[src/rtl/vga_timing_pkg.sv]
// Shared VGA timing defaults, counter width and sync-window helper.
package vga_timing_pkg;

    // Default 640x480@60 timing (pixels / lines)
    localparam int unsigned DEF_H_DISPLAY = 640;
    localparam int unsigned DEF_H_FRONT   = 16;
    localparam int unsigned DEF_H_SYNC    = 96;
    localparam int unsigned DEF_H_BACK    = 48;
    localparam int unsigned DEF_H_MAX     = DEF_H_DISPLAY + DEF_H_FRONT + DEF_H_SYNC + DEF_H_BACK;

    localparam int unsigned DEF_V_DISPLAY = 480;
    localparam int unsigned DEF_V_FRONT   = 10;
    localparam int unsigned DEF_V_SYNC    = 2;
    localparam int unsigned DEF_V_BACK    = 33;
    localparam int unsigned DEF_V_MAX     = DEF_V_DISPLAY + DEF_V_FRONT + DEF_V_SYNC + DEF_V_BACK;

    // Raster counters are this wide; totals must not exceed CNT_LIMIT
    localparam int unsigned CNT_W     = 10;
    localparam int unsigned CNT_LIMIT = 1 << CNT_W;

    // Inclusive first/last counter value of a sync pulse
    typedef struct packed {
        logic [31:0] first;
        logic [31:0] last;
    } sync_win_t;

    // Sync pulse starts after the visible area and front porch
    function automatic sync_win_t sync_window(input int unsigned display,
                                              input int unsigned front,
                                              input int unsigned width);
        sync_win_t w;
        w.first = display + front;
        w.last  = display + front + width - 1;
        return w;
    endfunction

endpackage

[src/rtl/raster_counter.sv]
// hpos/vpos wrap counter pair: hpos carries into vpos; both advance on en_i.
// Also exposes the next-state values so sync can be decoded with zero lag.
module raster_counter
    import vga_timing_pkg::*;
#(
    parameter int unsigned H_MAX = DEF_H_MAX,
    parameter int unsigned V_MAX = DEF_V_MAX
) (
    input  logic             clk,
    input  logic             reset,
    input  logic             en_i,
    output logic [CNT_W-1:0] hpos_o,
    output logic [CNT_W-1:0] vpos_o,
    output logic [CNT_W-1:0] hpos_nxt_c,
    output logic [CNT_W-1:0] vpos_nxt_c
);

    logic [CNT_W-1:0] hpos_q, hpos_d;
    logic [CNT_W-1:0] vpos_q, vpos_d;
    logic             h_wrap;

    // Next-state: hpos wraps at H_MAX-1, vpos steps (and wraps) on hpos wrap
    always_comb begin
        hpos_d = hpos_q;
        vpos_d = vpos_q;
        h_wrap = (hpos_q == CNT_W'(H_MAX - 1));
        if (en_i) begin
            if (h_wrap) begin
                hpos_d = '0;
                if (vpos_q == CNT_W'(V_MAX - 1)) begin
                    vpos_d = '0;
                end else begin
                    vpos_d = vpos_q + CNT_W'(1);
                end
            end else begin
                hpos_d = hpos_q + CNT_W'(1);
            end
        end
    end

    // Counter registers
    always_ff @(posedge clk or posedge reset) begin
        if (reset) begin
            hpos_q <= '0;
            vpos_q <= '0;
        end else begin
            hpos_q <= hpos_d;
            vpos_q <= vpos_d;
        end
    end

    assign hpos_o     = hpos_q;
    assign vpos_o     = vpos_q;
    assign hpos_nxt_c = hpos_d;
    assign vpos_nxt_c = vpos_d;

endmodule

[src/rtl/vga_sync_timing.sv]
// Free-running VGA raster timing generator (default 640x480@60, 800x525 total).
// Optional HVSYNC_PIX_CE_EN adds pix_ce: raster advances only when pix_ce=1.
module vga_sync_timing
    import vga_timing_pkg::*;
#(
    parameter int unsigned H_DISPLAY = DEF_H_DISPLAY,
    parameter int unsigned H_FRONT   = DEF_H_FRONT,
    parameter int unsigned H_SYNC    = DEF_H_SYNC,
    parameter int unsigned H_BACK    = DEF_H_BACK,
    parameter int unsigned V_DISPLAY = DEF_V_DISPLAY,
    parameter int unsigned V_FRONT   = DEF_V_FRONT,
    parameter int unsigned V_SYNC    = DEF_V_SYNC,
    parameter int unsigned V_BACK    = DEF_V_BACK,
    parameter int unsigned SYNC_NEG  = 1
) (
    input  logic             clk,
    input  logic             reset,
`ifdef HVSYNC_PIX_CE_EN
    input  logic             pix_ce,
`endif
    output logic             hsync,
    output logic             vsync,
    output logic             display_on,
    output logic [CNT_W-1:0] hpos,
    output logic [CNT_W-1:0] vpos
);

    localparam int unsigned H_MAX     = H_DISPLAY + H_FRONT + H_SYNC + H_BACK;
    localparam int unsigned V_MAX     = V_DISPLAY + V_FRONT + V_SYNC + V_BACK;
    localparam sync_win_t   H_WIN     = sync_window(H_DISPLAY, H_FRONT, H_SYNC);
    localparam sync_win_t   V_WIN     = sync_window(V_DISPLAY, V_FRONT, V_SYNC);
    localparam logic        SYNC_IDLE = (SYNC_NEG != 0);

    // Totals must fit the counter width
    if (H_MAX > CNT_LIMIT) begin : g_hmax_chk
        $error("vga_sync_timing: H_MAX exceeds counter range");
    end
    if (V_MAX > CNT_LIMIT) begin : g_vmax_chk
        $error("vga_sync_timing: V_MAX exceeds counter range");
    end

    logic             ce;
    logic [CNT_W-1:0] hpos_nxt, vpos_nxt;
    logic             hsync_q, hsync_d;
    logic             vsync_q, vsync_d;

`ifdef HVSYNC_PIX_CE_EN
    assign ce = pix_ce;
`else
    assign ce = 1'b1;
`endif

    raster_counter #(
        .H_MAX (H_MAX),
        .V_MAX (V_MAX)
    ) u_raster (
        .clk        (clk),
        .reset      (reset),
        .en_i       (ce),
        .hpos_o     (hpos),
        .vpos_o     (vpos),
        .hpos_nxt_c (hpos_nxt),
        .vpos_nxt_c (vpos_nxt)
    );

    // Sync decode from next-state counters so registered sync aligns with hpos/vpos
    always_comb begin
        hsync_d = hsync_q;
        vsync_d = vsync_q;
        if (ce) begin
            hsync_d = ((32'(hpos_nxt) >= H_WIN.first) && (32'(hpos_nxt) <= H_WIN.last))
                      ? ~SYNC_IDLE : SYNC_IDLE;
            vsync_d = ((32'(vpos_nxt) >= V_WIN.first) && (32'(vpos_nxt) <= V_WIN.last))
                      ? ~SYNC_IDLE : SYNC_IDLE;
        end
    end

    // Sync registers, inactive level in reset
    always_ff @(posedge clk or posedge reset) begin
        if (reset) begin
            hsync_q <= SYNC_IDLE;
            vsync_q <= SYNC_IDLE;
        end else begin
            hsync_q <= hsync_d;
            vsync_q <= vsync_d;
        end
    end

    assign hsync      = hsync_q;
    assign vsync      = vsync_q;
    assign display_on = (32'(hpos) < H_DISPLAY) && (32'(vpos) < V_DISPLAY);

endmodule

[config.mk]
export PLATFORM = sky130hd
export DESIGN_NAME = vga_sync_timing
export DESIGN_NICKNAME = d
export VERILOG_FILES = /design/src/rtl/vga_timing_pkg.sv /design/src/rtl/raster_counter.sv /design/src/rtl/vga_sync_timing.sv
export SDC_FILE = /design/constraint.sdc
export NUM_CORES = 1
export LEC_CHECK = 0
export BUFFER_PORTS_ARGS = -buffer_cell sky130_fd_sc_hd__buf_2
export CAP_MARGIN = 20
export CORE_MARGIN = 8
export CORE_UTILIZATION = 50
export DETAILED_ROUTE_END_ITERATION = 8
export PLACE_DENSITY_LB_ADDON = 0.3
export SLEW_MARGIN = 20
export SYNTH_ARGS = -nofsm -noshare
export SYNTH_HDL_FRONTEND = slang
export SYNTH_HIERARCHICAL = 1
export SYNTH_SLANG_ARGS = --single-unit
[constraint.sdc]
create_clock -name clk -period 5.3 [get_ports clk]
set_clock_uncertainty 0.15 [all_clocks]
set_input_delay 0.53 -clock clk [delete_from_list [all_inputs] [get_ports clk]]
set_output_delay 0.53 -clock clk [all_outputs]
set_load 0.05 [all_outputs]
==> results.md, run 1 <==
| Quantity | Value |
|:---|:---|
| Slowest cell on the critical path | sky130_fd_sc_hd__dfrtp_1 |
| Class of the tightest hold or removal check | in2async |
| Core region area | 2210 um2 |
| Arrival time of the worst setup path | 2.37 ns |
| Fraction of final layout cells with drive strength greater than 1 | 26.4% |
| Max Transition Viols Final | 0 |
| Detailed router's first-iteration violation count | 36 |
| Starting density of the core | 52.4% |
| Mapped Area | 1160 um2 |
| Post-Route Utilization | 60.9% |
| Row count | 17 |
| Number of I/O port buffers | 24 |
| Pin slew with the least headroom to its limit | 0.758 ns |
| Setup bufs post-CTS | 0 |
| Net total in the final layout | 147 |
| Clock edge transition at the registers on the reported setup and hold paths | 0.11 ns |
| CP Capture Type | register |
| Number of antenna diodes | 0 |
| Most frequent CP cell | sky130_fd_sc_hd__and4b_1 |
| Top-Level Pins | 25 |
| Fraction of the yosys area taken by sequential cells | 47.7% |
| Antenna Violating Nets Remaining | 0 |
| CTS H-tree depth | 1 |
| Clock tree from TritonCTS | yes |
| Max-capacitance violation count | 0 |
| Pre-antenna DRT Iters | 4 |
| Synth Area per Inst | 10.6 um2 |
| Maximum number of pins on one net before global-route repair | 21 |
| TritonCTS sink count | 22 |
| Combined area of the multi-input logic cells | 602 um2 |
| Final clock period utilization by the worst path | 43.4% |
| Final weighted congestion in routability-driven placement | 0.959 |
| Critical path class | reg2reg |
| Worst-path cell chain | ha_1 -> and4_4 -> and4b_1 -> nand4_2 -> mux2_4 -> and4b_1 -> nand4_1 |
| Die area | 4110 um2 |
| Clock period minus worst slack | 2.30 ns |
| First-pass GRT wire length | 4.47 mm |
| Routed wirelength normalized by instance count | 15.3 um |
| Fill cell total of the finished layout | 205 |
| Number of vias after detailed routing | 956 |
| Overall fraction of global-route tracks in use | 13.4% |
| Area post-placement | 1330 um2 |
| Element type at the critical path start | register |
| Count of different cell masters after synthesis | 40 |
| Final Hold Viols | 0 |
| Placement-stage worst setup slack | 3.01 ns |
| Delay of the slowest critical-path stage | 0.44 ns |
| Worst relative slew slack | 49.4% |
| Result of the run | complete, no violations |
| Highest clock rate | 0.435 GHz |
| Number of resized instances in the post-cts repair step | 0 |
| Horizontal die dimension | 64.1 um |
| Number of antenna violations at the first check in global routing | 0 |
| Largest delay contributor family on the critical path | simple AND/OR/NAND/NOR gates |
| Fraction of synthesized cell area taken by the top area cell type | 43.2% |
| Setup slack after layout | 3.00 ns |
| Average vias per placed instance | 5.69 |
| Critical path buffers and inverters | 0 |
| Worst-case register-to-register setup slack | 3.00 ns |
| Via count of the first global-routing pass | 985 |
| Total non-filler cell area in the finished layout | 1350 um2 |
| Worst Hold Margin | 0.104 ns |
| Layout overhead on the synthesized area | 16.3% |
| Worst path required time | 5.37 ns |
| Top area cells in the synthesized netlist | sky130_fd_sc_hd__dfrtp_1 43%, sky130_fd_sc_hd__xor2_1 5.3%, sky130_fd_sc_hd__dfstp_2 4.5%, sky130_fd_sc_hd__nand4_1 3.8%, sky130_fd_sc_hd__ha_1 3.2% |
| Worst IR drop on VDD | 0.000311 V |
| Buffer cell driving the clock tree root | sky130_fd_sc_hd__clkbuf_4 |
| Unrepaired setup endpoints after global routing | false |
| Most area-hungry cell type in the Yosys netlist | sky130_fd_sc_hd__dfrtp_1 |
| Number of DRC violations after detailed routing | 0 |
| Dpl hpwl | 2.01 mm |
| Sequential cell area in the final layout | 553 um2 |
| Worst-case clock buffer depth | 2 |
| CTS buffer count | 3 |
| Die Ht | 64.1 um |
| Count of final setup violators | 0 |
| Post-cts hold buffer count | 0 |
| Final WL | 2.57 mm |
| Syn Inst Count | 109 |
| Synth Register Bits | 22 |
| Leakage power summed over all cells | 0.000679 uW |
| Overflow after GRT | 0 |
| Largest fanout on the critical path | 9 |
| Insertion delay to the later sink of the worst-skew pair | 0.29 ns |
| Accumulated negative setup slack | 0 ns |
| Number of synthesis warnings | 6 |
| Power density cells | 368 nW/um2 |
## cell usage after synthesis
master and count:
sky130_fd_sc_hd__and4_1 2, sky130_fd_sc_hd__nor2_1 9, sky130_fd_sc_hd__a22o_1 1, sky130_fd_sc_hd__o21a_1 1, sky130_fd_sc_hd__nand4_1 7, sky130_fd_sc_hd__a21o_1 1
sky130_fd_sc_hd__nand4b_2 1, sky130_fd_sc_hd__o21ai_0 2, sky130_fd_sc_hd__o21ai_1 1, sky130_fd_sc_hd__nor3b_1 2, sky130_fd_sc_hd__conb_1 1, sky130_fd_sc_hd__a21oi_1 3
sky130_fd_sc_hd__nand3_1 7, sky130_fd_sc_hd__or3_1 2, sky130_fd_sc_hd__a31oi_1 2, sky130_fd_sc_hd__mux2_2 1, sky130_fd_sc_hd__xor2_1 7, sky130_fd_sc_hd__o31ai_1 1
sky130_fd_sc_hd__nor4b_2 1, sky130_fd_sc_hd__mux2i_1 1, sky130_fd_sc_hd__nor4_1 1, sky130_fd_sc_hd__nor2b_1 1, sky130_fd_sc_hd__or2_2 1, sky130_fd_sc_hd__dfstp_2 2
sky130_fd_sc_hd__dfrtp_1 20, sky130_fd_sc_hd__xnor2_1 4, sky130_fd_sc_hd__nand4_2 1, sky130_fd_sc_hd__a2bb2oi_1 1, sky130_fd_sc_hd__inv_1 4, sky130_fd_sc_hd__buf_4 1
sky130_fd_sc_hd__and4bb_1 1, sky130_fd_sc_hd__nor3_1 2, sky130_fd_sc_hd__nand2_1 7, sky130_fd_sc_hd__nor4_2 1, sky130_fd_sc_hd__and4b_1 2, sky130_fd_sc_hd__mux2_4 1
sky130_fd_sc_hd__ha_1 3, sky130_fd_sc_hd__and3b_1 1, sky130_fd_sc_hd__and4_4 1, sky130_fd_sc_hd__and3_1 1
## final timing paths
kind,cells past startpoint,to,start
max in group asynchronous,2,u_raster/hpos_o[6],reset
hold / removal,2,vsync,reset
min in group clk,1,u_raster/hpos_o[2],u_raster/hpos_o[2]
setup reg to reg,7,vsync,u_raster/hpos_o[0]
hold reg to reg,1,u_raster/hpos_o[2],u_raster/hpos_o[2]
setup / recovery,7,vsync,u_raster/hpos_o[0]
## layer usage
metal	share of wire, %	vias to the layer above	GRT usage [%]	routed length (um)
li1	-	459	-	-
met1	41	454	15.6	1060
met2	48	39	21.5	1230
met3	9.6	4	5.23	248
met4	0.89	0	5.72	23
met5	0	-	0	0
## power breakdown
part	internal, uW	leakage (uW)	switching, uW	total, uW
combinational	51.9	0.000387	142	193
sequential	194	0.000278	37.7	232
clock	26.4	0.0000138	44.9	71.3
total	272	0.000679	224	496
## sequential cells by signal, indices dropped and copies added (netlist names)
signal           cells
u_raster/hpos_o     10
hsync                1
vsync                1
u_raster/vpos_o     10
## kinds of logic (layout without fill, tap and decap cells)
group	Yosys count	count (layout)	synth area share (%)
XOR/XNOR	11	11	8.32
other	1	6	0.324
buffers and inverters	5	31	1.94
multiplexers	3	3	3.13
AO/OA/AOI/OAI	13	13	7.13
flip-flops	22	22	47.7
adder cells (fa/ha/maj)	3	3	3.24
AND/OR/NAND/NOR	51	51	28.2
## cell type report
class | count | share of cell area [%]
inverter | 4 | 1.11
timing repair buffer | 24 | 8.91
sequential | 22 | 41.0
multi-input combinational | 87 | 44.7
tap | 28 | 2.60
clock buffer | 3 | 1.67
## layout by cell type (no fill, tap or decap), types with 3 or more instances in the layout
cell,n
sky130_fd_sc_hd__clkbuf_4,3
sky130_fd_sc_hd__nand3_1,7
sky130_fd_sc_hd__nand4_1,7
sky130_fd_sc_hd__dfrtp_1,20
sky130_fd_sc_hd__xnor2_1,4
sky130_fd_sc_hd__inv_1,4
sky130_fd_sc_hd__nor2_1,9
sky130_fd_sc_hd__conb_1,6
sky130_fd_sc_hd__a21oi_1,3
sky130_fd_sc_hd__nand2_1,7
sky130_fd_sc_hd__ha_1,3
sky130_fd_sc_hd__buf_2,24
sky130_fd_sc_hd__xor2_1,7
## per-stage QoR
stage	cells	power, uW
after global placement	165	427
after global routing	168	528
after detailed placement	165	430
final	168	496
after CTS	168	503
after floorplan	114	378
Note: power is estimated with default switching activity, not from simulation.
==> run 2: changes to the inputs <==
--- a/config.mk
+++ b/config.mk
@@ -8,7 +8,7 @@
 export BUFFER_PORTS_ARGS = -buffer_cell sky130_fd_sc_hd__buf_2
 export CAP_MARGIN = 20
 export CORE_MARGIN = 8
-export CORE_UTILIZATION = 50
+export CORE_UTILIZATION = 47
 export DETAILED_ROUTE_END_ITERATION = 8
 export PLACE_DENSITY_LB_ADDON = 0.3
 export SLEW_MARGIN = 20
==> constraint.sdc (replaced) <==
create_clock -name clk -period 2.03 [get_ports clk]
set_clock_uncertainty 0.15 [all_clocks]
set_input_delay 0.203 -clock clk [delete_from_list [all_inputs] [get_ports clk]]
set_output_delay 0.203 -clock clk [all_outputs]
set_load 0.05 [all_outputs]
==> results.md, run 2 (synthesis gave the netlist of run 1 again) <==
| Quantity | Value | vs previous |
|:---|:---|:---|
| Via count of the first global-routing pass | 1092 | +11% |
| Slowest cell on the critical path | sky130_fd_sc_hd__dfrtp_2 |  |
| Pre-antenna DRT Iters | 4 | unchanged |
| Core region area | 2410 um2 | +8.9% |
| Power density cells | 857 nW/um2 | +130% |
| Max Transition Viols Final | 0 | unchanged |
| First-pass GRT wire length | 5.28 mm | +18% |
| Clock edge transition at the registers on the reported setup and hold paths | 0.12 ns | about the same |
| CTS H-tree depth | 1 | unchanged |
| Routed wirelength normalized by instance count | 16.2 um | +6.1% |
| Largest delay contributor family on the critical path | simple AND/OR/NAND/NOR gates |  |
| Fill cell total of the finished layout | 181 | -12% |
| Clock tree from TritonCTS | yes |  |
| Buffer cell driving the clock tree root | sky130_fd_sc_hd__clkbuf_4 |  |
| Combined area of the multi-input logic cells | 687 um2 | +14% |
| Final WL | 3.29 mm | +28% |
| Critical path buffers and inverters | 0 | unchanged |
| Clock period minus worst slack | 2.01 ns | -0.288 ns |
| Worst Hold Margin | 0.280 ns | +0.177 ns |
| Final clock period utilization by the worst path | 99.1% | +56 points |
| Layout overhead on the synthesized area | 47.8% |  |
| Number of I/O port buffers | 24 | unchanged |
| Count of final setup violators | 0 | unchanged |
| Antenna Violating Nets Remaining | 0 | unchanged |
| Sequential cell area in the final layout | 563 um2 | +1.8% |
| Net total in the final layout | 179 | +22% |
| Final weighted congestion in routability-driven placement | 0.896 | -6.6% |
| CP Capture Type | register |  |
| Insertion delay to the later sink of the worst-skew pair | 0.30 ns | about the same |
| Delay of the slowest critical-path stage | 0.41 ns | -0.03 ns |
| Starting density of the core | 48.1% | -4.3 points |
| Dpl hpwl | 2.25 mm | +12% |
| Post-Layout Cell Count | 203 | +21% |
| Overall fraction of global-route tracks in use | 15.6% | +2.3 points |
| Unrepaired setup endpoints after global routing | true |  |
| Largest fanout on the critical path | 3 | -6 |
| Max-capacitance violation count | 0 | unchanged |
| Most frequent standard cell in the layout excluding fill and tap cells | sky130_fd_sc_hd__buf_4 |  |
| Overflow after GRT | 0 | unchanged |
| Die area | 4310 um2 | +4.8% |
| Maximum number of pins on one net before global-route repair | 13 | -38% |
| Result of the run | complete, no violations |  |
| Critical path class | reg2reg |  |
| Arrival time of the worst setup path | 2.09 ns | -0.28 ns |
| Fraction of final layout cells with drive strength greater than 1 | 50.9% | +24 points |
| Top-Level Pins | 25 | unchanged |
| Row count | 18 | +1 |
| Number of DRC violations after detailed routing | 0 | unchanged |
| Average vias per placed instance | 5.44 | -4.3% |
| Worst path required time | 2.11 ns | -3.26 ns |
| Final Hold Viols | 0 | unchanged |
| Horizontal die dimension | 65.7 um | +2.4% |
| Number of antenna diodes | 0 | unchanged |
| Die Ht | 65.7 um | +2.4% |
| Worst-path cell chain | ha_4 -> and4_4 -> and4b_2 -> nand4_4 -> mux2_4 -> and4b_1 -> nand4_1 |  |
| Placed cell count | 189 | +15% |
| TritonCTS sink count | 22 | unchanged |
| Detailed router's first-iteration violation count | 52 | +44% |
| Number of antenna violations at the first check in global routing | 0 | unchanged |
| Worst-case clock buffer depth | 2 | unchanged |
| CTS buffer count | 3 | unchanged |
| Worst IR drop on VDD | 0.00113 V | +260% |
| Element type at the critical path start | register |  |
| Top library cells by usage in the layout, fill and taps aside | 28 x sky130_fd_sc_hd__buf_4, 24 x sky130_fd_sc_hd__buf_2, 12 x sky130_fd_sc_hd__dfrtp_1 |  |
| Highest clock rate | 0.497 GHz | +14% |
| Leakage power summed over all cells | 0.000865 uW | +27% |
| Number of vias after detailed routing | 1105 | +16% |
| Class of the tightest hold or removal check | in2async |  |
==> run 2: cell count changes in the layout (fill, tap and decap cells not counted), sizes merged <==
cell	change
buf	+31
dlygate4sd3	+1
clkbuf	+1
==> run 2: where the power goes <==
part | internal [uW] | switching [uW]
clock network | 109 | 131
registers | 518 | 69.7
logic | 218 | 422
==> run 2: layout make-up <==
type,instances,share of cell area [%]
Tap cell,30,2.19
Inverter,4,0.877
Timing Repair Buffer,56,21.8
Multi-Input combinational cell,87,40.1
Clock buffer,4,2.12
Sequential cell,22,32.9
==> run 2: routing by layer <==
metal	part of all wire, %	up-vias	global-route usage, %
met5	0	-	0
met4	1.5	0	7.08
met3	6.7	6	4.08
met2	50	37	25.1
met1	42	537	19.1
li1	-	525	-
==> run 2: stage by stage <==
stage | setup WS (ns) | TNS, ns | area, um2 | utilization, % | total power (uW)
finish | 0.0178 | 0 | 1710 | 71.1 | 1470
global route | -0.0516 | -0.0558 | 1710 | 71.1 | 1550
CTS | -0.0301 | -0.0301 | 1630 | 67.8 | 1470
detailed placement | -0.0130 | -0.0130 | 1520 | 63.2 | 1230
global placement | -0.0151 | -0.0151 | 1520 | 63.2 | 1220
floorplan | -0.154 | -0.154 | 1210 | - | 1020
==> run 2: what timing repair did <==
action                     CTS  global route
pin swaps                    5            11
cloned                       0             0
buffers inserted             3             6
setup endpoints to repair    3             2
hold endpoints to repair    12             0
gates resized for setup      7            10
hold buffers                 1             0
==> run 2: tightest hold or removal path: cells and delay by family <==
kind     cells  cell delay (ns)
buf+inv      3             0.97
==> run 2: worst paths after layout <==
path / start / endpoint / slack [ns] / cells after the start
min: reset / u_raster/vpos_o[6] / 0.28 / 3
max reg2reg: u_raster/hpos_o[0] / vsync / 0.02 / 7
min reg2reg: u_raster/hpos_o[2] / u_raster/hpos_o[2] / 0.38 / 1
max: u_raster/hpos_o[0] / vsync / 0.02 / 7
min in group clk: u_raster/hpos_o[2] / u_raster/hpos_o[2] / 0.38 / 1
max in group asynchronous: reset / u_raster/hpos_o[3] / 0.94 / 4
==> run 3: changes to the inputs <==
--- a/config.mk
+++ b/config.mk
@@ -10,6 +10,7 @@
 export CORE_MARGIN = 8
 export CORE_UTILIZATION = 47
 export DETAILED_ROUTE_END_ITERATION = 8
+export GPL_TIMING_DRIVEN = 0
 export PLACE_DENSITY_LB_ADDON = 0.3
 export SLEW_MARGIN = 20
 export SYNTH_ARGS = -nofsm -noshare
==> results.md, run 3 (synthesis gave the netlist of run 1 again) <==
| Quantity | Value | vs previous |
|:---|:---|:---|
| Net total in the final layout | 161 | -10% |
| Routed wirelength normalized by instance count | 16.5 um | +1.6% |
| Post-Layout Cell Count | 185 | -8.9% |
| Critical path class | reg2reg |  |
| Result of the run | complete, but fails checks |  |
| Violated checks | setup timing |  |
| Pre-antenna DRT Iters | 4 | unchanged |
| Via count of the first global-routing pass | 1042 | -4.6% |
| Top-Level Pins | 25 | unchanged |
| Clock period minus worst slack | 2.19 ns | +0.176 ns |
| Horizontal die dimension | 65.7 um | unchanged |
| Number of antenna diodes | 0 | unchanged |
| Most frequent CP cell | sky130_fd_sc_hd__and4b_1 |  |
| Core region area | 2410 um2 | unchanged |
| Insertion delay to the later sink of the worst-skew pair | 0.31 ns | about the same |
| Number of antenna violations at the first check in global routing | 0 | unchanged |
| Number of DRC violations after detailed routing | 0 | unchanged |
| Worst-case register-to-register setup slack | -0.16 ns | -0.18 ns |
| Maximum number of pins on one net before global-route repair | 21 | +8 |
| Critical path buffers and inverters | 1 | +1 |
| Clock edge transition at the registers on the reported setup and hold paths | 0.13 ns | about the same |
| Max-capacitance violation count | 0 | unchanged |
| Setup slack after layout | -0.159 ns | -0.176 ns |
| Delay of the slowest critical-path stage | 0.41 ns | about the same |
| Overflow after GRT | 0 | unchanged |
| Placed cell count | 168 | -11% |
| Buffer cell driving the clock tree root | sky130_fd_sc_hd__clkbuf_4 |  |
| Most frequent standard cell in the layout excluding fill and tap cells | sky130_fd_sc_hd__buf_2 |  |
| Overall fraction of global-route tracks in use | 14.0% | -1.6 points |
| First-pass GRT wire length | 4.84 mm | -8.2% |
| Unrepaired setup endpoints after global routing | true |  |
| Layout overhead on the synthesized area | 34.4% |  |
| TritonCTS sink count | 22 | unchanged |
| Worst path required time | 2.10 ns | about the same |
| Worst-path cell chain | ha_4 -> and4_4 -> and4b_1 -> buf_6 -> nand4_4 -> mux2_4 -> and4b_1 -> nand4_1 |  |
| Clock tree from TritonCTS | yes |  |
| Arrival time of the worst setup path | 2.26 ns | +0.17 ns |
| Worst Hold Margin | 0.292 ns | +0.0124 ns |
| Class of the tightest hold or removal check | in2async |  |
| Final WL | 3.05 mm | -7.4% |
| Pin slew with the least headroom to its limit | 0.784 ns |  |
| Leakage power summed over all cells | 0.000765 uW | -12% |
| Die Ht | 65.7 um | unchanged |
| Average vias per placed instance | 5.64 | +3.6% |
| Detailed router's first-iteration violation count | 26 | -50% |
| Element type at the critical path start | register |  |
| Max Transition Viols Final | 0 | unchanged |
| Antenna Violating Nets Remaining | 0 | unchanged |
| Largest fanout on the critical path | 3 | unchanged |
| Reg-to-Reg End | vsync |  |
| Area post-placement | 1370 um2 | -10% |
| Largest delay contributor family on the critical path | simple AND/OR/NAND/NOR gates |  |
| Power density cells | 946 nW/um2 | +10% |
| Final clock period utilization by the worst path | 108% | +8.7 points |
| Overall power after layout | 1470 uW | +0.45% |
| Dpl hpwl | 2.00 mm | -11% |
| Final weighted congestion in routability-driven placement | 0.900 | +0.46% |
| Worst relative slew slack | 47.7% |  |
| Slowest cell on the critical path | sky130_fd_sc_hd__dfrtp_2 |  |
| Worst-case clock buffer depth | 2 | unchanged |
| Count of final setup violators | 1 | +1 |
| Number of cells on the worst reg-to-reg path | 8 | +1 |
| Fraction of final layout cells with drive strength greater than 1 | 42.6% | -8.3 points |
| Die area | 4310 um2 | unchanged |
| Total non-filler cell area in the finished layout | 1560 um2 | -9.1% |
| CP Capture Type | register |  |
| CTS H-tree depth | 1 | unchanged |
| Top library cells by usage in the layout, fill and taps aside | 24 x sky130_fd_sc_hd__buf_2, 11 x sky130_fd_sc_hd__buf_4, 11 x sky130_fd_sc_hd__dfrtp_2 |  |
| Number of I/O port buffers | 24 | unchanged |
| Number of vias after detailed routing | 1043 | -5.6% |
| Highest clock rate | 0.457 GHz | -8.1% |
| Final Hold Viols | 0 | unchanged |
| Post-Route Utilization | 64.6% | -6.4 points |
| Starting density of the core | 48.1% | unchanged |
| Worst IR drop on VDD | 0.00110 V | -2.8% |
| Row count | 18 | unchanged |
| CTS buffer count | 3 | unchanged |
| R2r startpoint | u_raster/hpos_o[1] |  |
==> run 3: cell count changes in the layout (fill, tap and decap cells not counted), moves of 2 or more <==
cell | previous run | this run
sky130_fd_sc_hd__inv_1 | 2 | 4
sky130_fd_sc_hd__buf_4 | 28 | 11
sky130_fd_sc_hd__inv_2 | 2 | 0
sky130_fd_sc_hd__buf_6 | 3 | 1
sky130_fd_sc_hd__dfrtp_2 | 8 | 11
sky130_fd_sc_hd__dfrtp_1 | 12 | 9
==> run 3: cell type report <==
type                    instances  area (um2)
plain buffers                   1        11.3
clock buffers                   4        36.3
fillers                       205         852
inverters                       4        15.0
multi-input cells              87         658
flip-flops and latches         22         567
well taps                      30        37.5
repair buffers                 37         233
==> run 3: power by group <==
part           switching (uW)  internal (uW)  leakage (uW)
clock                     137            109     0.0000210
sequential               89.1            518      0.000264
combinational             413            207      0.000480
==> run 3: worst reg2reg max path: cells and delay by family (launching register included) <==
kind | cells | cell delay, ns
multiplexers | 1 | 0.32
buffers and inverters | 1 | 0.12
adder cells (fa/ha/maj) | 1 | 0.13
AND/OR/NAND/NOR | 5 | 0.98
flip-flops | 1 | 0.41
==> run 3: worst max-delay path by stage <==
| stage | endpoint | depth (start not counted) | slack (ns) | start |
|---|---|---|---|---|
| after floorplan | vsync | 7 | -0.15 | u_raster/hpos_o[6] |
| after global placement | vsync | 8 | -0.17 | u_raster/hpos_o[0] |
| after detailed placement | vsync | 8 | -0.16 | u_raster/hpos_o[0] |
| after CTS | vsync | 8 | -0.12 | u_raster/hpos_o[0] |
| after global routing | vsync | 8 | -0.21 | u_raster/vpos_o[0] |
| final | vsync | 8 | -0.16 | u_raster/hpos_o[1] |
==> run 3: layer usage <==
layer | up-vias | track usage (%) | wire, um
li1 | 485 | - | -
met2 | 42 | 23.9 | 1590
met3 | 2 | 2.72 | 172
met1 | 514 | 17.2 | 1280
met5 | - | 0 | 0
met4 | 0 | 4.63 | 12
==> run 3: what timing repair did <==
item / in CTS / in global routing
buffers inserted: 7 / 5
pin swaps: 3 / 3
endpoints found under the setup margin: 1 / 2
hold endpoints to repair: 22 / 0
resized for setup: 2 / 7
hold buffers: 1 / 0
cloned: 0 / 0
==> run 3: per-stage QoR <==
stage          TNS [ns]  worst slack (ns)
3_5_place_dp     -0.158            -0.158
5_1_grt          -0.264            -0.209
6_report         -0.159            -0.159
2_1_floorplan    -0.154            -0.154
3_3_place_gp     -0.166            -0.166
4_1_cts          -0.119            -0.119
